[src/rtl/muldiv_pkg.sv]
// Shared types and constants for the iterative multiply/divide unit.
// Build option: define MULDIV_DIV_EN to include divide support. Without it the
// DIV state is not part of the state type.
package muldiv_pkg;

  localparam int XLEN = 32;

  // Operation encoding as presented on OpE.
  typedef enum logic [1:0] {
    OP_MULT  = 2'b00,
    OP_MULTU = 2'b01,
    OP_DIV   = 2'b10,
    OP_DIVU  = 2'b11
  } mdOpT;

`ifdef MULDIV_DIV_EN
  typedef enum logic [1:0] {
    IDLE = 2'd0,
    MUL  = 2'd1,
    DIV  = 2'd2,
    FIX  = 2'd3
  } mdStateT;
`else
  typedef enum logic [1:0] {
    IDLE = 2'd0,
    MUL  = 2'd1,
    FIX  = 2'd3
  } mdStateT;
`endif

endpackage

[src/rtl/muldiv_step.sv]
// One iteration of the multiply/divide datapath, purely combinational.
// Multiply: {carry,hi,lo} shift-add with the multiplier held in lo.
// Divide (only with MULDIV_DIV_EN): restoring shift-subtract, remainder in hi,
// dividend shifting out of lo while quotient bits shift in.
module muldiv_step #(
  parameter int XLEN = 32
) (
`ifdef MULDIV_DIV_EN
  input  logic            isDiv,
`endif
  input  logic [XLEN-1:0] accHi,
  input  logic [XLEN-1:0] accLo,
  input  logic [XLEN-1:0] opB,
  output logic [XLEN-1:0] nextHi,
  output logic [XLEN-1:0] nextLo
);

  // Conditional add of the multiplicand, keeping the carry for the right shift.
  logic [XLEN:0] addSum;
  assign addSum = {1'b0, accHi} + {1'b0, {XLEN{accLo[0]}} & opB};

`ifdef MULDIV_DIV_EN
  // Remainder shifted left with the next dividend bit; the trial difference's
  // top bit is set exactly when the divisor does not fit.
  logic [XLEN:0] shifted;
  logic [XLEN:0] diff;
  assign shifted = {accHi, accLo[XLEN-1]};
  assign diff    = shifted - {1'b0, opB};
`endif

  // Select the multiply or divide step result.
  always_comb begin
    nextHi = addSum[XLEN:1];
    nextLo = {addSum[0], accLo[XLEN-1:1]};
`ifdef MULDIV_DIV_EN
    if (isDiv) begin
      if (!diff[XLEN]) begin
        nextHi = diff[XLEN-1:0];
        nextLo = {accLo[XLEN-2:0], 1'b1};
      end else begin
        nextHi = shifted[XLEN-1:0];
        nextLo = {accLo[XLEN-2:0], 1'b0};
      end
    end
`endif
  end

endmodule

[src/rtl/muldiv_unit.sv]
// Iterative MIPS-style multiply/divide unit with HI/LO registers.
// One datapath step per cycle on operand magnitudes, then a FIX cycle applies
// signs and writes HI/LO. Build option: MULDIV_DIV_EN enables DIV/DIVU;
// otherwise a divide start is a no-op.
module muldiv_unit #(
  parameter int XLEN = muldiv_pkg::XLEN
) (
  input  logic            clk,
  input  logic            reset,
  input  logic            StartE,
  input  logic [1:0]      OpE,
  input  logic [XLEN-1:0] SrcAE,
  input  logic [XLEN-1:0] SrcBE,
  input  logic            MthiE,
  input  logic            MtloE,
  input  logic            MfhiE,
  input  logic            MfloE,
  output logic [XLEN-1:0] HiLoE,
  output logic            Busy,
  output logic            MdStall,
  output logic            DivZero
);
  import muldiv_pkg::*;

  localparam int CNT_W = $clog2(XLEN);

  mdStateT           stateReg, stateNext;
  logic [CNT_W-1:0]  cntReg;
  logic [XLEN-1:0]   hiReg, loReg;
  logic [XLEN-1:0]   accHiReg, accLoReg, opBReg;
  logic [XLEN-1:0]   stepHi, stepLo;
  logic [XLEN-1:0]   fixHi, fixLo;
  logic              negAReg, negBReg;
  logic              signA, signB, startIter, iterating;
  logic [XLEN-1:0]   magA, magB;
  logic [2*XLEN-1:0] prodMag, prodFix;
`ifdef MULDIV_DIV_EN
  logic              isDivReg, divZeroReg;
  logic [XLEN-1:0]   srcAReg;
`endif

  // Signs only matter for the signed ops (OpE[0] = 0).
  assign signA = ~OpE[0] & SrcAE[XLEN-1];
  assign signB = ~OpE[0] & SrcBE[XLEN-1];
  assign magA  = signA ? -SrcAE : SrcAE;
  assign magB  = signB ? -SrcBE : SrcBE;

`ifdef MULDIV_DIV_EN
  assign startIter = StartE & (stateReg == IDLE);
  assign iterating = (stateReg == MUL) | (stateReg == DIV);
`else
  assign startIter = StartE & (stateReg == IDLE) & ~OpE[1];
  assign iterating = (stateReg == MUL);
`endif

  // State register.
  always_ff @(posedge clk or posedge reset) begin
    if (reset) stateReg <= IDLE;
    else       stateReg <= stateNext;
  end

  // Next-state logic and Busy.
  always_comb begin
    stateNext = stateReg;
    Busy      = 1'b0;
    case (stateReg)
      IDLE: begin
`ifdef MULDIV_DIV_EN
        if (startIter) stateNext = OpE[1] ? DIV : MUL;
`else
        if (startIter) stateNext = MUL;
`endif
      end
      MUL: begin
        Busy = 1'b1;
        if (cntReg == '1) stateNext = FIX;
      end
`ifdef MULDIV_DIV_EN
      DIV: begin
        Busy = 1'b1;
        if (cntReg == '1) stateNext = FIX;
      end
`endif
      FIX: begin
        Busy      = 1'b1;
        stateNext = IDLE;
      end
      default: stateNext = IDLE;
    endcase
  end

  // Step counter: cleared on start, advanced once per iteration.
  always_ff @(posedge clk or posedge reset) begin
    if (reset)          cntReg <= '0;
    else if (startIter) cntReg <= '0;
    else if (iterating) cntReg <= cntReg + 1'b1;
  end

  muldiv_step #(.XLEN(XLEN)) uStep (
`ifdef MULDIV_DIV_EN
    .isDiv  (isDivReg),
`endif
    .accHi  (accHiReg),
    .accLo  (accLoReg),
    .opB    (opBReg),
    .nextHi (stepHi),
    .nextLo (stepLo)
  );

  // Operand capture on start, accumulator update each iteration.
  always_ff @(posedge clk or posedge reset) begin
    if (reset) begin
      accHiReg <= '0;
      accLoReg <= '0;
      opBReg   <= '0;
      negAReg  <= 1'b0;
      negBReg  <= 1'b0;
`ifdef MULDIV_DIV_EN
      isDivReg <= 1'b0;
      srcAReg  <= '0;
`endif
    end else if (startIter) begin
      accHiReg <= '0;
      accLoReg <= magA;
      opBReg   <= magB;
      negAReg  <= signA;
      negBReg  <= signB;
`ifdef MULDIV_DIV_EN
      isDivReg <= OpE[1];
      srcAReg  <= SrcAE;
`endif
    end else if (iterating) begin
      accHiReg <= stepHi;
      accLoReg <= stepLo;
    end
  end

  assign prodMag = {accHiReg, accLoReg};
  assign prodFix = (negAReg ^ negBReg) ? -prodMag : prodMag;

  // Sign fix-up of the magnitude result; divide-by-zero returns fixed values.
  always_comb begin
    fixHi = prodFix[2*XLEN-1:XLEN];
    fixLo = prodFix[XLEN-1:0];
`ifdef MULDIV_DIV_EN
    if (isDivReg) begin
      if (opBReg == '0) begin
        fixLo = '1;
        fixHi = srcAReg;
      end else begin
        fixLo = (negAReg ^ negBReg) ? -accLoReg : accLoReg;
        fixHi = negAReg ? -accHiReg : accHiReg;
      end
    end
`endif
  end

  // HI/LO: result write in FIX; moves only in IDLE and only without a start.
  always_ff @(posedge clk or posedge reset) begin
    if (reset) begin
      hiReg <= '0;
      loReg <= '0;
    end else if (stateReg == FIX) begin
      hiReg <= fixHi;
      loReg <= fixLo;
    end else if ((stateReg == IDLE) && !StartE) begin
      if (MthiE) hiReg <= SrcAE;
      if (MtloE) loReg <= SrcAE;
    end
  end

`ifdef MULDIV_DIV_EN
  // Divide-by-zero flag: set by a completing zero-divisor divide, cleared by a new start.
  always_ff @(posedge clk or posedge reset) begin
    if (reset)          divZeroReg <= 1'b0;
    else if (startIter) divZeroReg <= 1'b0;
    else if ((stateReg == FIX) && isDivReg && (opBReg == '0)) divZeroReg <= 1'b1;
  end
  assign DivZero = divZeroReg;
`else
  assign DivZero = 1'b0;
`endif

  assign HiLoE   = MfhiE ? hiReg : loReg;
  assign MdStall = Busy & (StartE | MfhiE | MfloE | MthiE | MtloE);

endmodule
[config.mk]
export PLATFORM = sky130hd
export DESIGN_NAME = muldiv_unit
export DESIGN_NICKNAME = d
export VERILOG_FILES = /design/src/rtl/muldiv_pkg.sv /design/src/rtl/muldiv_step.sv /design/src/rtl/muldiv_unit.sv
export SDC_FILE = /design/constraint.sdc
export NUM_CORES = 1
export LEC_CHECK = 0
export ABC_AREA = 0
export CORE_MARGIN = 2
export CORE_UTILIZATION = 45
export DETAILED_ROUTE_END_ITERATION = 10
export MAX_ROUTING_LAYER = met4
export PLACE_DENSITY = 0.71
export REMOVE_ABC_BUFFERS = 1
export SLEW_MARGIN = 40
export SYNTH_ARGS = -nofsm -noshare
export SYNTH_HDL_FRONTEND = slang
export SYNTH_SLANG_ARGS = --single-unit
[constraint.sdc]
create_clock -name clk -period 18.22 [get_ports clk]
set_clock_uncertainty 0.15 [all_clocks]
set_input_delay 3.644 -clock clk [delete_from_list [all_inputs] [get_ports clk]]
set_output_delay 3.644 -clock clk [all_outputs]
set_load 0.005 [all_outputs]
==> results.sh, run 1 <==
export IMPL_cts_buffers=17
export IMPL_grt_max_degree=93
export IMPL_fin_nets=1560
export IMPL_cp_cell_sequence="clkdlybuf4s50_1 > buf_4 > or4_1 > o21a_1 > clkdlybuf4s50_1"
export IMPL_ir_drop_uv=88.6
export IMPL_period_minus_slack_ns=9.30
export IMPL_clk_pin_slew_worst_paths_ns=0.07
export IMPL_grt_pass1_wl_um=53600
export IMPL_synth_cells=1395
export IMPL_drcViolationCount=12
export IMPL_vias=10627
export IMPL_clk_latency_ns=0.44
export IMPL_drt_iter0_drc=883
export IMPL_worstPathArrival_ns=5.50
export IMPL_wl_um=32700
export IMPL_final_hold_viol_count=0
export IMPL_drtAntennaViolNets=0
export IMPL_synth_edf_count=0
export IMPL_clkSinkCount=169
export IMPL_period_share_pct=51.0
export IMPL_cts_root_buf="clkbuf_16"
export IMPL_dp_hpwl_um=23400
export IMPL_ys_seq_elements=169
export IMPL_layout_commonest_cell="dfrtp_1"
export IMPL_hp_class="register to register"
export IMPL_syn_avg_cell_area_um2=8.61
export IMPL_dpl_cell_area_um2=13400
export IMPL_setup_tns_final_ns=0
export IMPL_synthFlopType="dfrtp_1"
export IMPL_io_buffers=106
export IMPL_cap_violations=0
export IMPL_maxSlewViolCount=0
export IMPL_worst_slew_pin_slew_ns=0.795
export IMPL_crit_path_start_kind="primary input"
export IMPL_core_um2=26100
export IMPL_final_area_um2=13900
export IMPL_floorplan_initialDensity_pct=46.0
export IMPL_grt_use_total_pct=24.1
export IMPL_cts_path_max_buffers=2
export IMPL_htreeDepth=4
export IMPL_critPathBufInv=3
export IMPL_p_leak_uw=0.00549
export IMPL_yosys_area_top_type="dfrtp_1"
export IMPL_finalSetupViolCount=0
export IMPL_criticalPathCategory="primary input to primary output"
export IMPL_rsz0062_at_grt="no"
export IMPL_top_level_ports=108
export IMPL_wire_per_inst_um=18.2
export IMPL_async_flop_share_pct=100
export IMPL_cp_end_kind="primary output"
export IMPL_cp_top_family="buffers and inverters"
export IMPL_die_h_um=167
export IMPL_num_fill_cells=2465
export IMPL_grt_pass1_vias=10209
export IMPL_crit_fanout=33
export IMPL_syn2layout_area_growth_pct=16.1
export IMPL_cp_common_cell="clkdlybuf4s50_1"
export IMPL_cpPeakStageDelay_ns=0.56
export IMPL_avgViaCountPerCell=5.91
export IMPL_slew_headroom_pct=47.0
export IMPL_p_per_area_nw_per_um2=168
export IMPL_violations="design-rule violations"
export IMPL_synth_top_area_share_pct=35.2
export IMPL_synth_area_top_cells="dfrtp_1 (35%), o21ai_0 (6.7%), xor2_1 (5.5%), a21oi_1 (4.9%), xnor2_1 (4.7%)"
export IMPL_chipWidth_um=167
export IMPL_layout_common_cells="dfrtp_1 (169), o21ai_0 (162), nand2_1 (131)"
export IMPL_drt_first_pass_iters=8
export IMPL_synthesis_area_um2=12000
export IMPL_status="finished with violations"
export IMPL_antenna_found_initial=0
export IMPL_dieArea_um2=28000
export IMPL_cp_slowest_cell="or4_1"
export IMPL_grt_ovfl_total=0
export IMPL_globalplace_congestion=0.903
export IMPL_synth_cell_types=58
export IMPL_placementRows=59
export IMPL_ys_seq_area_share_pct=35.2
export IMPL_cts_resized_gates=0
export IMPL_whs_ns=0.320
export IMPL_fmax_mhz=108
export IMPL_postCtsSetupRepairBufs=0
export IMPL_cts_hold_fix_buffers=0
export IMPL_stdcell_count=1797
export IMPL_layout_drive_gt1_share_pct=7.39
export IMPL_ys_warn_count=0
export IMPL_dp_cells=1765
export IMPL_r2r_slack_ns=14.51
export IMPL_worst_ep_required_time_ns=14.43
export IMPL_tritoncts="yes"
report_power, final:
| group | switching (uW) | leakage [uW] | internal, uW |
|---|---|---|---|
| Sequential | 195 | 0.00207 | 560 |
| Clock | 165 | 0.000275 | 205 |
| Combinational | 675 | 0.00314 | 551 |
| Total | 1030 | 0.00549 | 1320 |
flip-flops by register name, indices dropped and copies added (netlist names):
name	count
negBReg	1
stateReg	2
hiReg	32
opBReg	32
accLoReg	32
cntReg	5
negAReg	1
loReg	32
accHiReg	32
logic make-up (layout without fill, tap and decap cells):
kind of cell | Yosys count | count (layout) | synth area share [%]
DFF | 169 | 169 | 35.2
other | 1 | 2 | 0.0312
and+or+nand+nor | 430 | 430 | 19.1
muxes | 60 | 60 | 5.33
xor gates and xnor gates | 141 | 141 | 10.3
buffers and inverters | 111 | 177 | 3.50
adders and majority gates | 38 | 38 | 4.02
AOI/OAI and AO/OA | 445 | 445 | 22.6
cell usage after synthesis (all sizes together), types with 8 or more instances:
| cell | number |
|---|---|
| dfrtp | 169 |
| o21ai | 162 |
| nand2 | 131 |
| a21oi | 117 |
| clkbuf | 79 |
| xor2 | 76 |
| xnor2 | 65 |
| nor2 | 57 |
| a211oi | 51 |
| nor2b | 49 |
| and2 | 43 |
| ha | 37 |
| mux2 | 32 |
| a22oi | 28 |
| mux2i | 28 |
| nor3 | 26 |
| inv | 25 |
| nand3 | 24 |
| o31ai | 21 |
| or4 | 21 |
| nor4 | 16 |
| o41ai | 16 |
| or3 | 16 |
| nand4 | 15 |
| a21o | 10 |
| nand2b | 10 |
| o21bai | 9 |
| a31oi | 8 |
metal layers:
metal	up-vias	share of wire (%)	global-route usage, %
met5	-	0	-
met4	0	1.5	6.81
met2	300	46	38.1
met3	35	5.0	2.91
li1	5191	-	-
met1	5101	47	32.9
final timing paths:
check,end,start,cells past startpoint
worst max-delay path,MdStall,MfhiE,5
worst min-delay path,opBReg[4],opBReg[4],2
worst max register to register,accHiReg[31],accLoReg[0],11
worst min register to register,opBReg[4],opBReg[4],2
max in group asynchronous,accLoReg[13],reset,3
min in group asynchronous,opBReg[3],reset,2
through the flow:
step	setup WS, ns	util [%]	power, uW
floorplan	9.85	-	1560
global placement	8.92	51.0	1940
global route	8.86	53.4	2540
finish	8.92	53.4	2350
CTS	8.92	53.3	2350
detailed placement	8.92	51.1	1970
tightest hold or removal path, cell delays in order (launching register included):
cell and delay, ns:
dfrtp_1 0.34, nand2_1 0.04, o21ai_0 0.05
cell type report:
cell class | count | area [um^2] | share of cell area [%]
diodes | 1 | 2.50 | 0.0179
multi-input cells | 1115 | 7410 | 53.2
repair buffers | 121 | 1190 | 8.56
inverters | 25 | 101 | 0.727
clock buffers | 17 | 425 | 3.05
clock inverters | 14 | 163 | 1.17
flip-flops and latches | 169 | 4230 | 30.3
well taps | 335 | 419 | 3.01
Power figures use the tool's default switching activity.
==> run 2, diff against run 1 <==
Clock period 18.22 ns to 9.5 ns, I/O delays scaled along.
==> run 2 against run 1 <==
  * The flow still finishes with violations (design-rule violations)
  * Non-clock buffer count rose by 1
  * Clock-buffer cell count rose by 1
  * Combinational power rose by 92%
  * Sequential power rose by 91%
  * Sequential cell count did not move
  * Highest routed layer unchanged
  * First-iteration DRC count fell by 12%
  * Cell area rose by 0.13%
  * Die area did not move
==> results.sh, run 2 (same netlist as run 1, synthesis figures left out) <==
export IMPL_wire_per_inst_um=18.0
export IMPL_cts_hold_fix_buffers=0
export IMPL_layout_drive_gt1_share_pct=7.46
export IMPL_grt_pass1_wl_um=53600
export IMPL_period_minus_slack_ns=5.81
export IMPL_syn2layout_area_growth_pct=16.2
export IMPL_p_int_uw=2530
export IMPL_fmax_mhz=172
export IMPL_cts_buffers=17
export IMPL_core_um2=26100
export IMPL_cts_resized_gates=0
export IMPL_setup_slack_ns=3.69
export IMPL_drcViolationCount=6
export IMPL_cp_top_family="buffers and inverters"
export IMPL_drtAntennaViolNets=0
export IMPL_maxSlewViolCount=0
export IMPL_worstPathArrival_ns=3.76
export IMPL_layout_common_cells="dfrtp_1 (169), o21ai_0 (162), nand2_1 (131)"
export IMPL_critical_path_startpoint="MfhiE"
export IMPL_wl_um=32300
export IMPL_critPathBufInv=3
export IMPL_cts_path_max_buffers=2
export IMPL_min_from="opBReg[18]"
export IMPL_worst_slew_pin_slew_ns=0.827
export IMPL_r2r_cells=11
export IMPL_cp_slowest_cell="or4_1"
export IMPL_postCtsSetupRepairBufs=0
export IMPL_clk_pin_slew_worst_paths_ns=0.06
export IMPL_pwr_share_seq_pct=32.0
export IMPL_vias=10530
export IMPL_drt_first_pass_iters=10
export IMPL_drt_iter0_drc=773
export IMPL_placementRows=59
export IMPL_avgViaCountPerCell=5.86
export IMPL_num_fill_cells=2426
export IMPL_floorplan_initialDensity_pct=46.0
export IMPL_crit_fanout=33
export IMPL_criticalPathCategory="primary input to primary output"
export IMPL_io_buffers=106
export IMPL_timing_rr_end="accHiReg[31]"
export IMPL_status="finished with violations"
export IMPL_crit_path_start_kind="primary input"
export IMPL_worst_ep_required_time_ns=7.45
export IMPL_setup_tns_final_ns=0
export IMPL_cp_num_cells=5
export IMPL_ir_drop_uv=156
export IMPL_worstReg2RegStart="accLoReg[0]"
export IMPL_tritoncts="yes"
export IMPL_fin_nets=1561
export IMPL_antenna_found_initial=0
export IMPL_hp_class="register to register"
export IMPL_cp_common_cell="clkdlybuf4s50_1"
export IMPL_r2r_slack_ns=5.80
export IMPL_antennaDiodeCount=0
export IMPL_place_ws_ns=3.69
export IMPL_die_h_um=167
export IMPL_clkSinkCount=169
export IMPL_dp_hpwl_um=23300
export IMPL_p_clk_share_pct=15.6
export IMPL_layout_commonest_cell="dfrtp_1"
export IMPL_grt_pass1_vias=10215
export IMPL_finalSetupViolCount=0
export IMPL_slew_headroom_pct=44.3
export IMPL_setup_worst_path_end="MdStall"
export IMPL_period_share_pct=61.2
export IMPL_final_hold_viol_count=0
export IMPL_dieArea_um2=28000
export IMPL_p_switching_uw=1970
export IMPL_cp_cell_sequence="clkdlybuf4s50_1 > buf_4 > or4_1 > o21a_1 > clkdlybuf4s50_1"
export IMPL_violations="design-rule violations"
export IMPL_cpPeakStageDelay_ns=0.56
export IMPL_cp_end_kind="primary output"
export IMPL_rsz0062_at_grt="no"
export IMPL_chipWidth_um=167
export IMPL_whs_ns=0.320
export IMPL_cts_root_buf="clkbuf_16"
export IMPL_p_leak_uw=0.00550
export IMPL_htreeDepth=4
export IMPL_clk_latency_ns=0.44
export IMPL_cap_violations=0
export IMPL_p_sw_share_pct=43.9
export IMPL_grt_max_degree=116
export IMPL_globalplace_congestion=0.903
export IMPL_p_per_area_nw_per_um2=322
export IMPL_combPwrFrac_pct=52.4
export IMPL_top_level_ports=108
export IMPL_grt_use_total_pct=24.1
export IMPL_grt_ovfl_total=0
## run 2: worst min-delay path by stage
stage,end,depth (start not counted),slack (ns)
after detailed placement,opBReg[18],2,0.31
after global routing,opBReg[14],2,0.35
after CTS,opBReg[18],2,0.33
after global placement,opBReg[13],2,0.30
after floorplan,opBReg[0],2,0.29
final,opBReg[18],2,0.32
## run 2: per-layer routing
metal  GRT usage [%]  wire length, um  part of all wire [%]  vias up
met1            32.7            15300                    47     4989
met2            38.1            14800                    46      305
met5               -                0                     0        -
met3            2.77             1590                   4.9       43
met4            7.26              595                   1.8        0
li1                -                -                     -     5193
## run 2: worst register-to-register path, cell delays in order, from the launching register on
cell and delay, ns:
dfrtp_1 0.37, buf_4 0.22, and2_1 0.26, ha_1 0.22, fa_1 0.43, a211oi_1 0.41
nor4_1 0.12, nor2_1 0.32, a32oi_1 0.26, a21oi_1 0.48, nor4_1 0.13, a211o_1 0.24
## run 2: area by class of cell
| class | count | area [um^2] | share of cell area [%] |
|---|---|---|---|
| clock buffers | 18 | 439 | 3.14 |
| flip-flops and latches | 169 | 4230 | 30.3 |
| repair buffers | 122 | 1220 | 8.74 |
| clock inverters | 13 | 145 | 1.04 |
| well taps | 335 | 419 | 3.00 |
| multi-input cells | 1115 | 7410 | 53.1 |
| inverters | 25 | 98.8 | 0.708 |
## run 2: power by group through the flow
stage               sequential, uW  combinational, uW  clock [uW]
floorplan                     1320               1680           0
global placement              1440               2290           0
detailed placement            1450               2330           0
CTS                           1440               2350         712
global route                  1490               2640         744
finish                        1440               2360         704
## run 2: metrics by stage
step / instance area (um^2) / power (uW) / util, % / instances
final: 14000 / 4500 / 53.4 / 1797
after detailed placement: 13400 / 3780 / 51.2 / 1766
after global routing: 14000 / 4880 / 53.4 / 1797
after global placement: 13300 / 3730 / 51.0 / 1764
after CTS: 14000 / 4500 / 53.4 / 1797
after floorplan: 11700 / 3000 / - / 1309
==> run 3, diff against run 2 <==
Clock period 9.5 ns to 5.9 ns, I/O delays scaled along.
==> run 3 against run 2 <==
  * The run still ends with design-rule violations left
  * Core utilization grew 0.27 points
  * Combinational power is 61% higher
  * Critical path depth down 1
  * Via count rose by 0.14%
==> results.sh, run 3 (same netlist as run 1, synthesis figures left out) <==
export IMPL_period_minus_slack_ns=4.47
export IMPL_cts_hold_fix_buffers=0
export IMPL_p_sw_share_pct=43.3
export IMPL_drt_first_pass_iters=8
export IMPL_grt_ovfl_total=0
export IMPL_worstPathArrival_ns=3.14
export IMPL_p_switching_uw=3190
export IMPL_layout_commonest_cell="dfrtp_1"
export IMPL_core_um2=26100
export IMPL_status="finished with violations"
export IMPL_hp_class="register to register"
export IMPL_globalplace_congestion=0.916
export IMPL_chipWidth_um=167
export IMPL_pwr_share_seq_pct=31.5
export IMPL_crit_fanout=9
export IMPL_p_leak_uw=0.00554
export IMPL_drcViolationCount=7
export IMPL_grt_max_degree=102
export IMPL_grt_pass1_wl_um=52700
export IMPL_placementRows=59
export IMPL_fmax_mhz=223
export IMPL_crit_path_start_kind="primary input"
export IMPL_worstReg2RegStart="accLoReg[0]"
export IMPL_num_fill_cells=2460
export IMPL_final_hold_viol_count=0
export IMPL_combPwrFrac_pct=51.7
export IMPL_cts_path_max_buffers=2
export IMPL_wire_per_inst_um=18.0
export IMPL_wl_um=32300
export IMPL_drtAntennaViolNets=0
export IMPL_layout_drive_gt1_share_pct=7.65
export IMPL_finalSetupViolCount=0
export IMPL_setup_worst_path_end="MdStall"
export IMPL_p_per_area_nw_per_um2=525
export IMPL_dieArea_um2=28000
export IMPL_slew_headroom_pct=47.4
export IMPL_grt_pass1_vias=10042
export IMPL_maxSlewViolCount=0
export IMPL_timing_rr_end="accHiReg[31]"
export IMPL_period_share_pct=75.8
export IMPL_layout_common_cells="dfrtp_1 (169), o21ai_0 (162), nand2_1 (131)"
export IMPL_rsz0062_at_grt="no"
export IMPL_utilization_pct=53.7
export IMPL_criticalPathCategory="primary input to primary output"
export IMPL_final_area_um2=14000
export IMPL_htreeDepth=4
export IMPL_grt_use_total_pct=23.9
export IMPL_hold_path_cell_count=2
export IMPL_cp_end_kind="primary output"
export IMPL_p_int_uw=4170
export IMPL_dpl_cell_area_um2=13400
export IMPL_p_clk_share_pct=16.8
export IMPL_antenna_found_initial=0
export IMPL_antennaDiodeCount=0
export IMPL_floorplan_initialDensity_pct=46.0
export IMPL_stdcell_count=1799
export IMPL_drt_iter0_drc=691
export IMPL_dp_cells=1766
export IMPL_tritoncts="yes"
export IMPL_violations="design-rule violations"
export IMPL_critical_path_startpoint="MfhiE"
export IMPL_worst_ep_required_time_ns=4.57
export IMPL_cts_root_buf="clkbuf_16"
export IMPL_r2r_slack_ns=2.26
export IMPL_worst_slew_pin_slew_ns=0.769
export IMPL_cap_violations=0
export IMPL_die_h_um=167
export IMPL_postCtsSetupRepairBufs=0
export IMPL_io_buffers=106
export IMPL_cts_buffers=17
export IMPL_r2r_cells=11
export IMPL_clkSinkCount=169
export IMPL_top_level_ports=108
export IMPL_fin_nets=1562
export IMPL_ir_drop_uv=188
export IMPL_avgViaCountPerCell=5.86
export IMPL_clk_latency_ns=0.44
export IMPL_dp_hpwl_um=23500
export IMPL_cts_resized_gates=0
export IMPL_clk_pin_slew_worst_paths_ns=0.07
export IMPL_vias=10545
export IMPL_syn2layout_area_growth_pct=16.8
==> run 3: cell type report <==
class	count	area [um^2]	share of cell area, %
Multi-Input combinational cell	1115	7420	52.9
Sequential cell	169	4230	30.1
Timing Repair Buffer	123	1220	8.68
Clock buffer	18	439	3.13
Tap cell	335	419	2.99
Clock inverter	14	208	1.48
Inverter	25	101	0.722
==> run 3: routing by layer <==
layer  global-route usage, %  vias up  share of wire (%)
met4                    5.90        0                1.7
met3                    3.31       46                5.1
met1                    32.7     5021                 47
met2                    37.6      292                 46
met5                       -        -                  0
li1                        -     5186                  -
==> run 3: worst min path at each step <==
stage / to / from / slack [ns]
5_1_grt: opBReg[2] / opBReg[2] / 0.34
3_5_place_dp: opBReg[16] / opBReg[16] / 0.31
3_3_place_gp: opBReg[24] / opBReg[24] / 0.30
4_1_cts: opBReg[16] / opBReg[16] / 0.33
2_1_floorplan: opBReg[0] / opBReg[0] / 0.29
6_report: opBReg[16] / opBReg[16] / 0.32
==> run 3: power by group through the flow <==
| stage | Clock (uW) | Combinational, uW | Sequential (uW) |
|---|---|---|---|
| after global placement | 0 | 3680 | 2320 |
| after CTS | 1250 | 3780 | 2300 |
| after floorplan | 0 | 2700 | 2130 |
| final | 1240 | 3800 | 2320 |
| after detailed placement | 0 | 3750 | 2320 |
| after global routing | 1310 | 4240 | 2400 |
==> run 3: per-stage QoR <==
stage	setup slack, ns	setup TNS, ns	hold WS [ns]	power, uW
5_1_grt	1.35	0	0.341	7950
3_5_place_dp	1.39	0	0.314	6070
4_1_cts	1.38	0	0.329	7330
3_3_place_gp	1.38	0	0.302	6000
2_1_floorplan	-0.00509	-0.860	0.292	4830
6_report	1.43	0	0.321	7360
==> run 3: critical path: stages <==
cell,delay [ns]
clkdlybuf4s50_1,0.70
or4_1,0.63
o21a_1,0.18
clkdlybuf4s50_1,0.44
